==> src/rtl/pipe_seg_hs_pkg.sv <==
`default_nettype none
// +----------------------------------------------------------------------------+
// | Module  : pipe_seg_hs_pkg                                                  |
// | Brief   : Shared field offsets and skid state encoding for pipe segments.  |
// | Revision: 1.0                                                              |
// +----------------------------------------------------------------------------+
package pipe_seg_hs_pkg;

   typedef enum logic [1:0] {
      SKID_EMPTY = 2'd0,
      SKID_ONE   = 2'd1,
      SKID_FULL  = 2'd2
   } skid_state_t;

   // EX/MEM control-field bit layout (CW = 16)
   localparam int c_exmem_regwen  = 0;
   localparam int c_exmem_data_en = 1;
   localparam int c_exmem_wen_lo  = 2;
   localparam int c_exmem_wen_hi  = 5;
   localparam int c_exmem_wreg_lo = 6;
   localparam int c_exmem_wreg_hi = 11;
   localparam int c_exmem_rhilo_lo = 12;
   localparam int c_exmem_rhilo_hi = 13;
   localparam int c_exmem_whilo_lo = 14;
   localparam int c_exmem_whilo_hi = 15;

   // EX/MEM data-field packing (DW = 128)
   localparam int c_exmem_pc_lo     = 0;
   localparam int c_exmem_result_lo = 32;
   localparam int c_exmem_hi_lo     = 64;
   localparam int c_exmem_lo_lo     = 96;
   localparam int c_word_w          = 32;

endpackage
`default_nettype wire

==> src/rtl/pipe_skid_buf.sv <==
`default_nettype none
// +----------------------------------------------------------------------------+
// | Module  : pipe_skid_buf                                                    |
// | Brief   : Skid-mode controller: EMPTY/ONE/FULL FSM plus the skid register. |
// | Revision: 1.0                                                              |
// +----------------------------------------------------------------------------+
module pipe_skid_buf
   import pipe_seg_hs_pkg::*;
#(
   parameter int CW = 16,
   parameter int DW = 128
) (
   input  logic          clk,
   input  logic          rst,
   input  logic          i_flush,
   input  logic          i_in_valid,
   input  logic [CW-1:0] i_in_ctrl,
   input  logic [DW-1:0] i_in_data,
   input  logic          i_out_ready,
   output logic          o_in_ready,
   output logic          o_m_we,
   output logic          o_m_valid,
   output logic [CW-1:0] o_m_ctrl,
   output logic          o_m_data_we,
   output logic [DW-1:0] o_m_data
);

   skid_state_t   r_state;
   skid_state_t   w_state_nxt;
   logic          r_full;
   logic [CW-1:0] r_s_ctrl;
   logic [DW-1:0] r_s_data;
   logic          w_up;
   logic          w_dn;
   logic          w_s_we;
   logic          w_s_clear;

   // in_ready comes straight from a flop so upstream sees no combinational path
   assign o_in_ready = ~r_full;
   assign w_up       = i_in_valid & ~r_full;
   assign w_dn       = i_out_ready & (r_state != SKID_EMPTY);

   always_comb begin
      w_state_nxt = r_state;
      o_m_we      = 1'b0;
      o_m_valid   = 1'b0;
      o_m_ctrl    = '0;
      o_m_data_we = 1'b0;
      o_m_data    = i_in_data;
      w_s_we      = 1'b0;
      w_s_clear   = 1'b0;
      case (r_state)
         SKID_EMPTY: begin
            if (w_up) begin
               w_state_nxt = SKID_ONE;
               o_m_we      = 1'b1;
               o_m_valid   = 1'b1;
               o_m_ctrl    = i_in_ctrl;
               o_m_data_we = 1'b1;
            end
         end
         SKID_ONE: begin
            if (w_up && w_dn) begin
               o_m_we      = 1'b1;
               o_m_valid   = 1'b1;
               o_m_ctrl    = i_in_ctrl;
               o_m_data_we = 1'b1;
            end else if (w_up) begin
               w_state_nxt = SKID_FULL;
               w_s_we      = 1'b1;
            end else if (w_dn) begin
               w_state_nxt = SKID_EMPTY;
               o_m_we      = 1'b1;
            end
         end
         SKID_FULL: begin
            if (w_dn) begin
               w_state_nxt = SKID_ONE;
               o_m_we      = 1'b1;
               o_m_valid   = 1'b1;
               o_m_ctrl    = r_s_ctrl;
               o_m_data_we = 1'b1;
               o_m_data    = r_s_data;
               w_s_clear   = 1'b1;
            end
         end
         default: w_state_nxt = SKID_EMPTY;
      endcase
   end

   always_ff @(posedge clk or posedge rst) begin
      if (rst) begin
         r_state  <= SKID_EMPTY;
         r_full   <= 1'b0;
         r_s_ctrl <= '0;
         r_s_data <= '0;
      end else if (i_flush) begin
         r_state  <= SKID_EMPTY;
         r_full   <= 1'b0;
         r_s_ctrl <= '0;
      end else begin
         r_state <= w_state_nxt;
         r_full  <= (w_state_nxt == SKID_FULL);
         if (w_s_we) begin
            r_s_ctrl <= i_in_ctrl;
            r_s_data <= i_in_data;
         end else if (w_s_clear) begin
            r_s_ctrl <= '0;
         end
      end
   end

endmodule
`default_nettype wire

==> src/rtl/pipe_seg_hs.sv <==
`default_nettype none
// +----------------------------------------------------------------------------+
// | Module  : pipe_seg_hs                                                      |
// | Brief   : Handshaked pipeline segment register with flush and skid option. |
// | Revision: 1.0                                                              |
// +----------------------------------------------------------------------------+
module pipe_seg_hs
   import pipe_seg_hs_pkg::*;
#(
   parameter int CW   = 16,
   parameter int DW   = 128,
   parameter int SKID = 0
) (
   input  logic          clk,
   input  logic          reset,
   input  logic          flush,
   input  logic          in_valid,
   output logic          in_ready,
   input  logic [CW-1:0] in_ctrl,
   input  logic [DW-1:0] in_data,
   output logic          out_valid,
   input  logic          out_ready,
   output logic [CW-1:0] out_ctrl,
   output logic [DW-1:0] out_data
);

   logic          r_valid;
   logic [CW-1:0] r_ctrl;
   logic [DW-1:0] r_data;
   logic          w_in_ready;
   logic          w_m_we;
   logic          w_m_valid_nxt;
   logic [CW-1:0] w_m_ctrl_nxt;
   logic          w_m_data_we;
   logic [DW-1:0] w_m_data_nxt;

   generate
      if (SKID == 0) begin : g_single
         assign w_in_ready    = out_ready | ~r_valid;
         assign w_m_we        = w_in_ready;
         assign w_m_valid_nxt = in_valid;
         assign w_m_ctrl_nxt  = in_valid ? in_ctrl : '0;
         assign w_m_data_we   = in_valid;
         assign w_m_data_nxt  = in_data;
      end else begin : g_skid
         pipe_skid_buf #(
            .CW (CW),
            .DW (DW)
         ) u_skid (
            .clk         (clk),
            .rst         (reset),
            .i_flush     (flush),
            .i_in_valid  (in_valid),
            .i_in_ctrl   (in_ctrl),
            .i_in_data   (in_data),
            .i_out_ready (out_ready),
            .o_in_ready  (w_in_ready),
            .o_m_we      (w_m_we),
            .o_m_valid   (w_m_valid_nxt),
            .o_m_ctrl    (w_m_ctrl_nxt),
            .o_m_data_we (w_m_data_we),
            .o_m_data    (w_m_data_nxt)
         );
      end
   endgenerate

   // Data is only ever reloaded, never cleared, so bubbles keep the last payload
   always_ff @(posedge clk or posedge reset) begin
      if (reset) begin
         r_valid <= 1'b0;
         r_ctrl  <= '0;
         r_data  <= '0;
      end else if (flush) begin
         r_valid <= 1'b0;
         r_ctrl  <= '0;
      end else if (w_m_we) begin
         r_valid <= w_m_valid_nxt;
         r_ctrl  <= w_m_ctrl_nxt;
         if (w_m_data_we) begin
            r_data <= w_m_data_nxt;
         end
      end
   end

   assign in_ready  = w_in_ready;
   assign out_valid = r_valid;
   assign out_ctrl  = r_ctrl;
   assign out_data  = r_data;

endmodule
`default_nettype wire

==> config.mk <==
export PLATFORM = sky130hd
export DESIGN_NAME = pipe_seg_hs
export DESIGN_NICKNAME = d
export VERILOG_FILES = /design/src/rtl/pipe_seg_hs_pkg.sv /design/src/rtl/pipe_skid_buf.sv /design/src/rtl/pipe_seg_hs.sv
export SDC_FILE = /design/constraint.sdc
export NUM_CORES = 1
export LEC_CHECK = 0
export BUFFER_PORTS_ARGS = -buffer_cell sky130_fd_sc_hd__buf_2
export CORE_MARGIN = 10
export CORE_UTILIZATION = 45
export DETAILED_ROUTE_END_ITERATION = 12
export GPL_ROUTABILITY_DRIVEN = 1
export PLACE_DENSITY = 0.8
export SLEW_MARGIN = 20
export SYNTH_ARGS = -nofsm -noshare
export SYNTH_HDL_FRONTEND = slang
export SYNTH_SLANG_ARGS = --single-unit
export TNS_END_PERCENT = 30
==> constraint.sdc <==
create_clock -name clk -period 15.4 [get_ports clk]
set_input_delay 3.08 -clock clk [delete_from_list [all_inputs] [get_ports clk]]
set_output_delay 3.08 -clock clk [all_outputs]
set_load 0.02 [all_outputs]
==> Implementation_results.wiki, run 1 <==
{| class="wikitable"
! Metric !! Value
|-
| Number of antenna violations at the first check in global routing || 0
|-
| Total Power Consumption || about 1.1 mW
|-
| Clock input transition at the sequential cells of the worst setup and hold paths || ~0.050 ns
|-
| Final weighted congestion in routability-driven placement || ~0.8
|-
| Final min period || 7.302 ns
|-
| Final max-slew violation count || 0
|-
| Avg Inst Size Synth || ~16 µm²
|-
| HPWL after DPL || between 10000 and 15000 µm
|-
| Final Cycle Share || 0.4742
|-
| Maximum number of pins on one net before global-route repair || 74
|-
| Non-filler instance count after layout || roughly 800
|-
| Die area || about 17000 µm²
|-
| Internal Power || 0.7870 mW
|-
| Top routing layer used || met4
|-
| Max Buffers Root-to-Sink || 2
|-
| Post-Place Setup Slack || 8.121 ns
|-
| All-layer global routing usage || 0.1725
|-
| Share of the synthesized area in the top cell type || 0.6563
|-
| Tightest Hold Check Type || reg -> reg
|-
| Hold buffer count at cts || 0
|-
| Total Routed Length || ~15000 µm
|-
| Instance area after placement || between 7000 and 8000 µm²
|-
| Sequential fraction of the synthesis area || 0.6563
|-
| Yosys cell types || 16
|-
| IR Drop Worst-Case VDD || 77.74 µV
|-
| Number of violations reported at the end of detailed-routing iteration 0 || 125
|-
| Met1 WL || 5098 µm
|-
| Cell area after technology mapping || 5529 µm²
|-
| # clock sinks || ~150
|-
| Number of cells after detailed placement || roughly 770
|-
| Share of the core filled with cells in the final layout || 0.6305
|-
| Number of fill cells || 930
|-
| DR DRC count || 0
|-
| Data arrival time of the worst path || 4.22 ns
|-
| Layout Nets || roughly 800
|-
| Final Hold Viols || 0
|-
| Wire length of the first global-routing pass || 22760 µm
|-
| Critical Path Fanout Max || 19
|-
| Final sum of negative setup slack || 0 ns
|-
| Maximum achievable frequency || about 140 MHz
|-
| Setup-failing EPs final || 0
|-
| Area leader, netlist || dfrtp_1
|-
| Endpoint required time on the critical path || approximately 12 ns
|-
| Worst rel slew slack || 0.4189
|-
| Post-detailed-route count of antenna-violating nets || 0
|-
| Setup repair after global routing missed its margin || no
|-
| Initial core utilization || 0.4603
|-
| Status || completed
|-
| Total of buffers placed on input and output ports || a little under 300
|-
| Kind of critical path || in -> out
|-
| Inserted Clock Buffers || 17
|-
| Overall die width || 130.8 µm
|-
| Met3 wire length || ~1300 µm
|-
| CTS tree || built
|-
| Synthesis-stage register bit count || between 100 and 150
|-
| Net Sw Frac || 0.2861
|-
| Worst-case setup margin in the final layout || ~8 ns
|-
| Tightest Pin Transition || roughly 0.87 ns
|-
| Top cells by area, synth || dfrtp_1 (66%), mux2_2 (26%), buf_6 (2.4%), a21oi_1 (1.4%), nand3_1 (1.4%)
|-
| Vias after detailed routing || 3910
|-
| Synthesized netlist cell count || ~350
|-
| Clock insertion delay at the later pin of the skew report || about 0.4 ns
|-
| Gates resized, CTS repair || 0
|-
| Clock Power Share || 0.350
|-
| Count of inserted antenna diode cells || 0
|-
| Crit. End Element || output port
|-
| H-tree level count || 4
|-
| Placeable Area || roughly 12000 µm²
|-
| Average routed wire per standard cell || approximately 19 µm
|-
| Area overhead of the layout relative to synthesis || 36.98%
|-
| Global-route congestion overflow total || 0
|-
| Reported net switching power || about 0.32 mW
|-
| Max-capacitance violation count || 0
|-
| Y dimension of the die || approximately 130 µm
|-
| Final hold slack || between 0.4 and 0.5 ns
|-
| Share of total power in combinational logic || 0.225
|-
| Met2 wire len || slightly above 8000 µm
|-
| Total number of placement rows || 40
|-
| Syn Nets || 497
|-
| 1st-pass router iterations || 4
|-
| Min-Delay Path Depth || 1
|-
| Setup fix buffers added after clock tree synthesis || 0
|-
| Number of vias per cell || 4.875
|-
| Power Dens Cells || ~150 nW/µm²
|-
| Final instance area || about 7600 µm²
|-
| Top Ports || around 300
|-
| FF-to-FF path depth || 6
|-
| Layout cell share with drive strength beyond 1 || 0.6931
|-
| Synth Warn # || 0
|-
| Worst clock skew on the final layout || 0.004471 ns
|-
| CTS root buffer || clkbuf_16
|-
| Vias in the first global route || approximately 4300
|-
| Type of origin of the critical path || input pin
|-
| Flop pwr share || 0.426
|-
| Standby leakage power || between 3 and 4 nW
|}
-- kinds of logic (layout without fill, tap and decap cells) --
kind of cell / after synthesis / count (layout) / synth area share
AO/OA/AOI/OAI: 16 / 16 / 0.01448
buffers and inverters: 23 / 330 / 0.03734
flip-flops: 145 / 145 / 0.6563
multiplexers: 128 / 128 / 0.2607
AND/OR/NAND/NOR: 36 / 36 / 0.03123
-- Yosys cell counts --
master and number:
mux2_2 128, nor2b_1 1, nand3_1 16, nor2_1 2
nand2_1 16, clkbuf_1 2, buf_2 3, clkinv_1 1
a21oi_1 16, buf_6 12, buf_1 1, buf_8 2
nor3b_4 1, dfrtp_1 145, inv_1 1, buf_4 1
-- registers in the layout (all words and copies together), names as in the netlist --
| signal | cells |
|---|---|
| out_valid | 1 |
| out_ctrl | 16 |
| out_data | 128 |
-- routing by layer --
| layer | vias up | global-route usage |
|---|---|---|
| li1 | 1814 | - |
| met1 | 1892 | 0.1779 |
| met2 | 179 | 0.3087 |
| met3 | 25 | 0.06406 |
| met4 | 0 | 0.07194 |
| met5 | - | 0 |
-- cell usage in the layout (no fill, tap or decap) --
cell type  count
inv_6          1
clkinv_2       5
clkbuf_8       2
clkbuf_1       4
clkinv_1       1
nand2_1       16
bufinv_16      2
nand3_1       16
nor2b_1        1
dfrtp_1      145
buf_2        294
buf_4          4
nor3b_4        1
clkbuf_16     17
mux2_2       128
a21oi_1       16
nor2_1         2
-- cell type report --
type | instances | area, µm² | share of cell area
Clock buffer | 23 | 467.9 | 0.06179
Clock inverter | 7 | 85.08 | 0.01123
Inverter | 2 | 12.51 | 0.001652
Multi-Input combinational cell | 180 | 1694 | 0.2237
Sequential cell | 145 | 3628 | 0.4791
Tap cell | 147 | 183.9 | 0.02429
Timing Repair Buffer | 298 | 1501 | 0.1982
-- final timing paths --
kind | start | to | slack (ns)
setup / recovery | out_ready | in_ready | 8.10
max in group asynchronous | reset | out_data[14] | 11.29
hold reg to reg | out_data[20] | out_data[20] | 0.50
min in group asynchronous | reset | out_data[69] | 2.77
hold / removal | out_data[20] | out_data[20] | 0.50
setup reg to reg | out_valid | out_data[45] | 12.49
-- power by group through the flow --
stage | combinational (mW) | clock (mW) | sequential (mW)
2_1_floorplan | 0.0757 | 0 | 0.550
3_3_place_gp | 0.247 | 0 | 0.472
3_5_place_dp | 0.252 | 0 | 0.476
4_1_cts | 0.253 | 0.393 | 0.470
5_1_grt | 0.264 | 0.414 | 0.479
6_report | 0.248 | 0.386 | 0.469
-- worst max-delay path, cell delays in order --
cell and delay [ns]:
buf_2 0.10, nor2b_1 0.10, buf_4 0.24, clkinv_1 0.39
buf_2 0.31
(Power assumes the default switching activity.)
==> run 2: changes to the inputs <==
--- a/config.mk
+++ b/config.mk
@@ -7,10 +7,10 @@
 export LEC_CHECK = 0
 export BUFFER_PORTS_ARGS = -buffer_cell sky130_fd_sc_hd__buf_2
 export CORE_MARGIN = 10
-export CORE_UTILIZATION = 45
+export CORE_UTILIZATION = 40
 export DETAILED_ROUTE_END_ITERATION = 12
 export GPL_ROUTABILITY_DRIVEN = 1
-export PLACE_DENSITY = 0.8
+export PLACE_DENSITY = 0.75
 export SLEW_MARGIN = 20
 export SYNTH_ARGS = -nofsm -noshare
 export SYNTH_HDL_FRONTEND = slang
==> constraint.sdc (replaced) <==
create_clock -name clk -period 6 [get_ports clk]
set_input_delay 1.2 -clock clk [delete_from_list [all_inputs] [get_ports clk]]
set_output_delay 1.2 -clock clk [all_outputs]
set_load 0.02 [all_outputs]
==> Implementation_results.wiki, run 2 (synthesis gave the netlist of run 1 again) <==
{| class="wikitable"
! Metric !! Value
|-
| Average routed wire per standard cell || between 15 and 20 µm
|-
| HPWL after DPL || 11830 µm
|-
| # clock sinks || 145
|-
| Area overhead of the layout relative to synthesis || 36.93%
|-
| CP bufs+invs || 4
|-
| Final Hold Viols || 0
|-
| All-layer global routing usage || 0.1550
|-
| Maximum achievable frequency || around 280 MHz
|-
| Final weighted congestion in routability-driven placement || a little over 0.8
|-
| Power Dens Cells || between 300 and 400 nW/µm²
|-
| Initial core utilization || 0.4126
|-
| Clock Power Share || 0.333
|-
| Setup fix buffers added after clock tree synthesis || 0
|-
| Reported net switching power || around 0.80 mW
|-
| Global-route congestion overflow total || 0
|-
| Type of origin of the critical path || input pin
|-
| Post-detailed-route count of antenna-violating nets || 0
|-
| Final sum of negative setup slack || 0 ns
|-
| Worst clock skew on the final layout || roughly 0.0062 ns
|-
| Critical Path Fanout Max || 19
|-
| Vias in the first global route || 4377
|-
| Tightest Pin Transition || about 0.80 ns
|-
| Reg-to-reg critical path endpoint || out_data[96]
|-
| Overall die width || roughly 140 µm
|-
| FF-to-FF path depth || 5
|-
| Path length in cells of the critical path || 5
|-
| Register-to-register path setup slack || about 3.9 ns
|-
| H-tree level count || 4
|-
| Reg-to-reg critical path startpoint || out_valid
|-
| Kind of critical path || in -> out
|-
| Endpoint required time on the critical path || around 4.8 ns
|-
| Crit path max-delay cell type || clkinv_1
|-
| DR DRC count || 0
|-
| Max-capacitance violation count || 0
|-
| Max Buffers Root-to-Sink || 2
|-
| Standby leakage power || 3.744 nW
|-
| Inserted Clock Buffers || 17
|-
| CTS tree || built
|-
| Final Cycle Share || 0.5852
|-
| Data arrival time of the worst path || ~2.3 ns
|-
| Setup repair after global routing missed its margin || no
|-
| Total of buffers placed on input and output ports || between 200 and 300
|-
| Peak per-stage delay on the critical path || 0.38 ns
|-
| Net Sw Frac || 0.2911
|-
| CTS root buffer || clkbuf_16
|-
| Clock insertion delay at the later pin of the skew report || about 0.41 ns
|-
| Die area || roughly 19000 µm²
|-
| Worst setup path end || in_ready
|-
| Internal Power || just under 2 mW
|-
| Total Routed Length || ~15000 µm
|-
| Maximum number of pins on one net before global-route repair || 84
|-
| Top Ports || approximately 300
|-
| Final min period || 3.511 ns
|-
| Wire length of the first global-routing pass || about 23000 µm
|-
| Cell class contributing the biggest share of worst-path delay || buffers and inverters
|-
| Layout cell share with drive strength beyond 1 || 0.6890
|-
| Crit path top cell by count || buf_2
|-
| Most common library cell in the layout ignoring fill and taps || buf_2
|-
| Max reg flops || between 100 and 150
|-
| Total number of placement rows || 42
|-
| CP cell instances || buf_2, nor2b_1, buf_4, clkinv_1, buf_2
|-
| Flop pwr share || 0.436
|-
| IR Drop Worst-Case VDD || around 180 µV
|-
| Tightest Hold Check Type || reg -> reg
|-
| Clock input transition at the sequential cells of the worst setup and hold paths || roughly 0.05 ns
|-
| Share of total power in combinational logic || 0.230
|-
| Number of vias per cell || ~4.7
|-
| Final max-slew violation count || 0
|-
| Vias after detailed routing || between 3000 and 4000
|-
| Leading cell types in the layout, fill and taps excluded || buf_2 (294), dfrtp_1 (145), mux2_2 (128)
|-
| Count of inserted antenna diode cells || 0
|-
| Placeable Area || between 10000 and 15000 µm²
|-
| Number of violations reported at the end of detailed-routing iteration 0 || ~120
|-
| Hold buffer count at cts || 0
|-
| Setup-failing EPs final || 0
|-
| 1st-pass router iterations || 4
|-
| Share of the core filled with cells in the final layout || 0.5650
|-
| Layout Nets || between 700 and 800
|-
| Y dimension of the die || roughly 140 µm
|-
| Crit. End Element || output port
|-
| Status || completed
|-
| Worst rel slew slack || 0.4640
|-
| Start point of the critical path || out_ready
|-
| Number of antenna violations at the first check in global routing || 0
|-
| Gates resized, CTS repair || 0
|}
[run 2: cell count changes in the layout (fill, tap and decap cells not counted)]
cell	before	now
clkbuf_1	4	7
clkinvlp_4	0	1
bufinv_16	2	1
clkbuf_8	2	0
[run 2: final cells by class]
class                           instances  area [µm²]
Sequential cell                       145        3628
Clock inverter                          7       62.56
Timing Repair Buffer                  298        1501
Multi-Input combinational cell        180        1694
Clock buffer                           24       451.7
Fill cell                            1111        5829
Inverter                                2       12.51
Tap cell                              176       220.2
[run 2: worst register-to-register path, delay by kind of cell, from the launching register on]
| kind | cells | cell delay (ns) |
|---|---|---|
| buffers and inverters | 2 | 0.82 |
| flip-flops | 1 | 0.38 |
| multiplexers | 1 | 0.49 |
| AND/OR/NAND/NOR | 2 | 0.33 |
[run 2: metal layers]
| metal | track usage | wire [µm] | vias to the layer above | share of wire |
|---|---|---|---|---|
| li1 | - | - | 1812 | - |
| met1 | 0.1543 | 5153 | 1871 | 0.34 |
| met2 | 0.2706 | 7851 | 196 | 0.52 |
| met3 | 0.07575 | 1700 | 28 | 0.11 |
| met4 | 0.06265 | 302 | 0 | 0.020 |
| met5 | 0 | 0 | - | 0 |
[run 2: stage by stage]
| step | cells | worst slack [ns] | power [mW] | hold slack, ns | instance area, µm² |
|---|---|---|---|---|---|
| after floorplan | 348 | 0.9054 | 1.607 | 0.6073 | 5529 |
| after global placement | 801 | 2.525 | 1.848 | 0.4839 | 7057 |
| after detailed placement | 801 | 2.495 | 1.872 | 0.4908 | 7057 |
| after CTS | 832 | 2.483 | 2.809 | 0.5034 | 7571 |
| after global routing | 832 | 2.375 | 2.908 | 0.5075 | 7571 |
| final | 832 | 2.489 | 2.762 | 0.4992 | 7571 |
[run 2: how the worst min path moves through the flow]
stage,startpoint,endpoint,slack (ns),depth (start not counted)
after detailed placement,out_data[42],out_data[42],0.49,1
after floorplan,out_ctrl[13],out_ctrl[13],0.61,2
final,out_data[49],out_data[49],0.50,1
after global placement,out_data[37],out_data[37],0.48,1
after CTS,out_data[42],out_data[42],0.50,1
after global routing,out_data[60],out_data[60],0.51,1
[run 2: power by group through the flow]
stage	Sequential [mW]	Clock (mW)	Combinational, mW
2_1_floorplan	1.41	0	0.194
3_3_place_gp	1.21	0	0.636
3_5_place_dp	1.22	0	0.650
4_1_cts	1.21	0.951	0.652
5_1_grt	1.23	1.00	0.681
6_report	1.20	0.921	0.636
